## src/rtl/div_result_bcd_if.sv

```systemverilog
// div_result_bcd_if: bundles the two handshakes of the divider result stage.
//   Upstream side : in_valid/in_ready, quotient, remainder, div_err
//   Downstream side: out_valid/out_ready, q_bcd, rem_out (or rem_bcd), err_out
// Modports: slave = the conversion block, master = the producer/consumer around it.
// Optional feature macro: REM_BCD_EN (rem_bcd replaces rem_out).
interface div_result_bcd_if #(
  parameter int WIDTH  = 16,
  parameter int DIGITS = 5
);
  logic                  in_valid;
  logic                  in_ready;
  logic [WIDTH-1:0]      quotient;
  logic [WIDTH-1:0]      remainder;
  logic                  div_err;
  logic                  out_valid;
  logic                  out_ready;
  logic [4*DIGITS-1:0]   q_bcd;
`ifdef REM_BCD_EN
  logic [4*DIGITS-1:0]   rem_bcd;
`else
  logic [WIDTH-1:0]      rem_out;
`endif
  logic                  err_out;

  modport slave (
    input  in_valid, quotient, remainder, div_err, out_ready,
    output in_ready, out_valid, q_bcd,
`ifdef REM_BCD_EN
    output rem_bcd,
`else
    output rem_out,
`endif
    output err_out
  );

  modport master (
    output in_valid, quotient, remainder, div_err, out_ready,
    input  in_ready, out_valid, q_bcd,
`ifdef REM_BCD_EN
    input  rem_bcd,
`else
    input  rem_out,
`endif
    input  err_out
  );
endinterface

```

## src/rtl/div_result_bcd.sv

```systemverilog
// div_result_bcd: result stage of the 16-by-8 divider. Accepts a quotient /
// remainder / divide-by-zero triple, converts the quotient to packed BCD with a
// bit-serial double-dabble engine (one bit per clock), then holds the result
// for the display logic until it is taken.
// Ports:
//   clk    - clock, rising edge
//   clr_n  - synchronous active-low reset
//   bus    - div_result_bcd_if.slave (both valid/ready handshakes and data)
// Optional feature macro: REM_BCD_EN - remainder also converted to BCD in the
// same SHIFT cycles and driven on rem_bcd instead of binary rem_out.

// One nibble of the add-3 correction.
module div_result_bcd_add3 (
  input  logic [3:0] nib_i,
  output logic [3:0] nib_o
);
  assign nib_o = (nib_i >= 4'd5) ? nib_i + 4'd3 : nib_i;
endmodule

// One double-dabble step: correct every digit, then shift {bcd,bin} left by one.
module div_result_bcd_dd_step #(
  parameter int WIDTH  = 16,
  parameter int DIGITS = 5
) (
  input  logic [4*DIGITS-1:0] bcd_i,
  input  logic [WIDTH-1:0]    bin_i,
  output logic [4*DIGITS-1:0] bcd_o,
  output logic [WIDTH-1:0]    bin_o
);
  logic [4*DIGITS-1:0] adj;

  for (genvar g = 0; g < DIGITS; g++) begin : g_dig
    div_result_bcd_add3 u_add3 (.nib_i(bcd_i[4*g +: 4]), .nib_o(adj[4*g +: 4]));
  end

  assign bcd_o = {adj[4*DIGITS-2:0], bin_i[WIDTH-1]};
  assign bin_o = {bin_i[WIDTH-2:0], 1'b0};
endmodule

module div_result_bcd #(
  parameter int WIDTH  = 16,
  parameter int DIGITS = 5
) (
  input  logic                  clk,
  input  logic                  clr_n,
  div_result_bcd_if.slave       bus
);
  localparam int CW = $clog2(WIDTH + 1);

  typedef enum logic [1:0] {IDLE, SHIFT, DONE} state_e;

  state_e              state_q, state_d;
  logic [CW-1:0]       cnt_q, cnt_d;
  logic [WIDTH-1:0]    bin_q, bin_d;
  logic [4*DIGITS-1:0] bcd_q, bcd_d;
  logic [4*DIGITS-1:0] q_bcd_q, q_bcd_d;
  logic                err_q, err_d;
  logic [4*DIGITS-1:0] bcd_n;
  logic [WIDTH-1:0]    bin_n;

  div_result_bcd_dd_step #(.WIDTH(WIDTH), .DIGITS(DIGITS)) u_q_step (
    .bcd_i(bcd_q), .bin_i(bin_q), .bcd_o(bcd_n), .bin_o(bin_n)
  );

`ifdef REM_BCD_EN
  // Second engine runs in lock-step with the quotient engine.
  logic [WIDTH-1:0]    rbin_q, rbin_d;
  logic [4*DIGITS-1:0] rbcd_q, rbcd_d;
  logic [4*DIGITS-1:0] rem_bcd_q, rem_bcd_d;
  logic [4*DIGITS-1:0] rbcd_n;
  logic [WIDTH-1:0]    rbin_n;

  div_result_bcd_dd_step #(.WIDTH(WIDTH), .DIGITS(DIGITS)) u_r_step (
    .bcd_i(rbcd_q), .bin_i(rbin_q), .bcd_o(rbcd_n), .bin_o(rbin_n)
  );
`else
  // Remainder captured at accept, copied to the output only on DONE entry so
  // the presented result never changes mid-hold.
  logic [WIDTH-1:0]    rem_hold_q, rem_hold_d;
  logic [WIDTH-1:0]    rem_out_q, rem_out_d;
`endif

  wire last_bit = (cnt_q == CW'(WIDTH - 1));

  always_comb begin
    state_d = state_q;
    cnt_d   = cnt_q;
    bin_d   = bin_q;
    bcd_d   = bcd_q;
    q_bcd_d = q_bcd_q;
    err_d   = err_q;
`ifdef REM_BCD_EN
    rbin_d    = rbin_q;
    rbcd_d    = rbcd_q;
    rem_bcd_d = rem_bcd_q;
`else
    rem_hold_d = rem_hold_q;
    rem_out_d  = rem_out_q;
`endif
    unique case (state_q)
      IDLE: begin
        if (bus.in_valid) begin
          if (bus.div_err) begin
            // Blank code on every nibble; engine skipped.
            q_bcd_d = '1;
            err_d   = 1'b1;
`ifdef REM_BCD_EN
            rem_bcd_d = '1;
`else
            rem_out_d = '1;
`endif
            state_d = DONE;
          end else begin
            bin_d   = bus.quotient;
            bcd_d   = '0;
            cnt_d   = '0;
`ifdef REM_BCD_EN
            rbin_d  = bus.remainder;
            rbcd_d  = '0;
`else
            rem_hold_d = bus.remainder;
`endif
            state_d = SHIFT;
          end
        end
      end
      SHIFT: begin
        bin_d = bin_n;
        bcd_d = bcd_n;
        cnt_d = cnt_q + 1'b1;
`ifdef REM_BCD_EN
        rbin_d = rbin_n;
        rbcd_d = rbcd_n;
`endif
        if (last_bit) begin
          q_bcd_d = bcd_n;
          err_d   = 1'b0;
          cnt_d   = '0;
`ifdef REM_BCD_EN
          rem_bcd_d = rbcd_n;
`else
          rem_out_d = rem_hold_q;
`endif
          state_d = DONE;
        end
      end
      DONE: begin
        if (bus.out_ready) state_d = IDLE;
      end
      default: state_d = IDLE;
    endcase
  end

  always_ff @(posedge clk) begin
    if (!clr_n) begin
      state_q <= IDLE;
      cnt_q   <= '0;
      bin_q   <= '0;
      bcd_q   <= '0;
      q_bcd_q <= '0;
      err_q   <= 1'b0;
`ifdef REM_BCD_EN
      rbin_q    <= '0;
      rbcd_q    <= '0;
      rem_bcd_q <= '0;
`else
      rem_hold_q <= '0;
      rem_out_q  <= '0;
`endif
    end else begin
      state_q <= state_d;
      cnt_q   <= cnt_d;
      bin_q   <= bin_d;
      bcd_q   <= bcd_d;
      q_bcd_q <= q_bcd_d;
      err_q   <= err_d;
`ifdef REM_BCD_EN
      rbin_q    <= rbin_d;
      rbcd_q    <= rbcd_d;
      rem_bcd_q <= rem_bcd_d;
`else
      rem_hold_q <= rem_hold_d;
      rem_out_q  <= rem_out_d;
`endif
    end
  end

  assign bus.in_ready  = (state_q == IDLE);
  assign bus.out_valid = (state_q == DONE);
  assign bus.q_bcd     = q_bcd_q;
  assign bus.err_out   = err_q;
`ifdef REM_BCD_EN
  assign bus.rem_bcd   = rem_bcd_q;
`else
  assign bus.rem_out   = rem_out_q;
`endif
endmodule

```

## src/flat_wrapper.sv

```systemverilog
// flat-port wrapper written by rule: the top's interface ports become plain ports
module div_result_bcd_flat 
#(
  parameter int WIDTH  = 16,
  parameter int DIGITS = 5
)
  (clk, clr_n, bus_in_valid, bus_quotient, bus_remainder, bus_div_err, bus_out_ready, bus_in_ready, bus_out_valid, bus_q_bcd, bus_rem_out, bus_err_out);
  div_result_bcd_if #(.WIDTH(WIDTH), .DIGITS(DIGITS)) bus_i ();
  input  logic clk;
  input  logic clr_n;
  input wire logic [$bits(bus_i.in_valid)-1:0] bus_in_valid;
  input wire logic [$bits(bus_i.quotient)-1:0] bus_quotient;
  input wire logic [$bits(bus_i.remainder)-1:0] bus_remainder;
  input wire logic [$bits(bus_i.div_err)-1:0] bus_div_err;
  input wire logic [$bits(bus_i.out_ready)-1:0] bus_out_ready;
  output wire logic [$bits(bus_i.in_ready)-1:0] bus_in_ready;
  output wire logic [$bits(bus_i.out_valid)-1:0] bus_out_valid;
  output wire logic [$bits(bus_i.q_bcd)-1:0] bus_q_bcd;
  output wire logic [$bits(bus_i.rem_out)-1:0] bus_rem_out;
  output wire logic [$bits(bus_i.err_out)-1:0] bus_err_out;
  assign bus_i.in_valid = bus_in_valid;
  assign bus_i.quotient = bus_quotient;
  assign bus_i.remainder = bus_remainder;
  assign bus_i.div_err = bus_div_err;
  assign bus_i.out_ready = bus_out_ready;
  assign bus_in_ready = bus_i.in_ready;
  assign bus_out_valid = bus_i.out_valid;
  assign bus_q_bcd = bus_i.q_bcd;
  assign bus_rem_out = bus_i.rem_out;
  assign bus_err_out = bus_i.err_out;
  div_result_bcd #(.WIDTH(WIDTH), .DIGITS(DIGITS)) u_core (.clk(clk), .clr_n(clr_n), .bus(bus_i));
endmodule
```

## config.mk

```make
export PLATFORM = sky130hd
export DESIGN_NAME = div_result_bcd_flat
export DESIGN_NICKNAME = d
export VERILOG_FILES = /design/src/rtl/div_result_bcd_if.sv /design/src/rtl/div_result_bcd.sv /design/src/flat_wrapper.sv
export SDC_FILE = /design/constraint.sdc
export NUM_CORES = 1
export LEC_CHECK = 0
export CAP_MARGIN = 10
export CORE_UTILIZATION = 50
export DETAILED_ROUTE_END_ITERATION = 10
export HOLD_SLACK_MARGIN = 0.06
export PLACE_DENSITY = 0.89
export SKIP_CTS_REPAIR_TIMING = 1
export SLEW_MARGIN = 20
export SYNTH_ARGS = -nofsm -noshare
export SYNTH_HDL_FRONTEND = slang
export SYNTH_SLANG_ARGS = --single-unit
export TNS_END_PERCENT = 50
```

## constraint.sdc

```tcl
create_clock -name clk -period 3.9 [get_ports clk]
set_input_delay 0.39 -clock clk [delete_from_list [all_inputs] [get_ports clk]]
set_output_delay 0.39 -clock clk [all_outputs]
set_load 0.01 [all_outputs]
```

==> results.md <==
- RR Endpoint: u_core.bus.q_bcd[16]
- Number of flops mapped to enable cells by yosys: 0
- Reg-to-reg setup timing slack: 1.92 ns
- Clock skew: 0.00835 ns
- Status: completed
- Simple-gate share of the synthesized area: 15.5%
- Commonest non-fill, non-tap cell in the layout: dfxtp_1
- Critical Path RT: 4.20 ns
- Vias in the first global route: 3132
- Final min period: 2.06 ns
- Most frequent cells in the layout: dfxtp_1 (96), clkdlybuf4s50_1 (74), nand2_1 (72)
- Synth Area in Compound Gates: 25.4%
- Vias/cell: 5.61
- Slew @ Worst Pin: 1.02 ns
- Hold crit path type: reg2reg
- Clk slew on worst S/H paths: 0.08 ns
- Post-synthesis sequential area ratio: 48.0%
- Worst slack on hold paths: 0.467 ns
- Gp weighted congestion: 0.831
- H-tree levels: 3
- Syn. warnings: 0
- Routed wire length: 8.79 mm
- Syn Std Cell Area: 4010 µm²
- Inserted Diodes: 0
- Placed cell areas: 4760 µm²
- Worst setup SP type: input pin
- Post-route clock period utilization: 52.9%
- Cts bufs inserted: 9
- CP arrival: 2.36 ns
- Clock insertion delay at the later pin of the skew report: 0.35 ns
- Final HPWL DP: 5.83 mm
- Reg2reg start: u_core.state_q[0]
- Routed vias: 3251
- Achievable Freq: 0.485 GHz
- Main combinational cell family by area after synthesis: compound AO/OA/AOI/OAI gates
- Sum of negative setup slack: 0 ns
- Routed length per instance: 15.2 µm
- Drc violations: 0
- First-pass GRT wire length: 15.1 mm
- CTS Buffer Depth: 2
- Power Total: 2.03 mW
- Cells on worst reg2reg path: 5
- Router iterations before antenna repair: 4
- Cells after synthesis: 415
- Setup WS pre-CTS: 1.50 ns
- Unrepaired setup endpoints after global routing: no
- Initial DRC count: 189
- Worst Min Path Start: u_core.bin_q[0]
- Finished Layout Cells: 579
- Die width: 91.5 µm
- Die Y: 91.5 µm
- Layout cell share with drive strength beyond 1: 6.50%
- Mux cell area share after synthesis: 1.50%
- Synthesized-area fraction occupied by adder cells: 3.43%
- Placed Cells: 565
- Worst IR Drop VDD: 219 µV
- CP max FO: 14
- Finished Cell Area: 4970 µm²
- CTS tree: built
- I/O pin cnt: 76
- Final setup vio count: 0
- Rows: 32
- Synthesis-stage register bit count: 96
- Max Slew Vio Count: 0
- Initial core utilization: 51.9%
- Layout Utilization: 64.3%
- Rel. slew slack: 31.9%
- Worst Hold Depth: 2
- Root buf cell: clkbuf_8
- Largest net degree at the start of global routing: 85
- Final hold vios: 0
- Post-route setup slack: 1.84 ns
- Core box area: 7730 µm²
- Most common flop cell mapped by yosys: dfxtp_1
- Cell Pwr Density: 408 nW/µm²
- Number of fill cells: 603
- Clk sinks: 96
- Port Buffers: 75
- Worst Hold Endpoint: u_core.bin_q[0]
- Grt ovf: 0
- Initial antenna violation count: 0
- P_leak: 1.96 nW
- Die outline area: 8380 µm²
- Final ANT Viol Nets: 0
- Syn avg cell area: 9.66 µm²
- CP Capture Type: flip-flop
- Nets@finish: 522
- CP Class: in2reg
- Net count after synthesis: 463
- Synth async-reset ratio: 0%
- Syn-to-layout area delta: 24.0%
- Post-Synth XOR/XNOR Area: 1.09%
- GRT Overall Usage: 22.5%
- Max_cap viols: 0
- Synth unique cells: 36
==> cells by family (layout without fill, tap and decap cells) <==
group	after synthesis	in the layout
and+or+nand+nor	131	131
AOI/OAI and AO/OA	123	123
DFF	96	96
buffers and inverters	43	105
adders and majority gates	11	11
muxes	6	6
xor gates and xnor gates	5	5
==> how the worst max path moves through the flow <==
stage	start	end	cells after the start
CTS	bus_div_err	u_core.bcd_q[2]	5
global route	bus_div_err	u_core.bcd_q[6]	5
detailed placement	bus_div_err	u_core.bcd_q[2]	5
finish	bus_div_err	u_core.bcd_q[1]	5
floorplan	bus_div_err	u_core.bcd_q[2]	7
global placement	bus_div_err	u_core.bus.q_bcd[16]	6
==> cell type report <==
| cell class | count | area [µm²] | area share [%] |
|---|---|---|---|
| clock buffer | 11 | 141 | 2.84 |
| timing repair buffer | 80 | 783 | 15.8 |
| clock inverter | 3 | 67.6 | 1.36 |
| inverter | 11 | 41.3 | 0.831 |
| multi-input combinational | 276 | 1890 | 38.0 |
| tap | 102 | 128 | 2.57 |
| sequential | 96 | 1920 | 38.7 |
==> worst max-delay path, cell delays in order <==
cell and delay, ns:
clkdlybuf4s50_1 0.47, nand2b_1 0.20, a21o_1 0.40, and2_0 0.65, a22o_1 0.25
==> Yosys cell counts (4+ instances only) <==
library cell,number,area [µm²]
xnor2_1,5,43.8
clkbuf_1,22,82.6
nand3_1,18,90.1
nor2b_1,10,62.6
nor2_1,4,15.0
nand2_1,72,270
ha_1,11,138
o221a_2,9,101
a21boi_0,19,143
o221a_1,22,248
a22o_1,10,87.6
buf_6,4,45.0
nor3b_1,5,37.5
nand2b_1,13,81.3
inv_1,11,41.3
mux2i_1,6,60.1
a22oi_1,7,52.6
o211a_1,16,160
o2bb2ai_1,4,35.0
o21ai_0,16,80.1
a21oi_1,16,80.1
dfxtp_1,96,1920
==> power by group <==
group	internal [mW]	switching, mW
Combinational	0.144	0.118
Sequential	1.04	0.0355
Clock	0.372	0.320
Total	1.55	0.474
==> state kept, by name (all words and copies together), names as in the netlist <==
signal / flops
u_core.bcd_q: 20
u_core.bus.q_bcd: 20
u_core.bin_q: 16
u_core.bus.rem_out: 16
u_core.rem_hold_q: 16
u_core.cnt_q: 5
u_core.state_q: 2
u_core.bus.err_out: 1
==> routing by layer <==
metal	vias to the layer above	share of wire, %	GRT usage, %
li1	1595	-	-
met1	1565	43	28.7
met2	75	51	38.2
met3	16	3.6	3.10
met4	0	1.7	8.60
met5	-	0	0
Note: power is estimated with default switching activity, not from simulation.
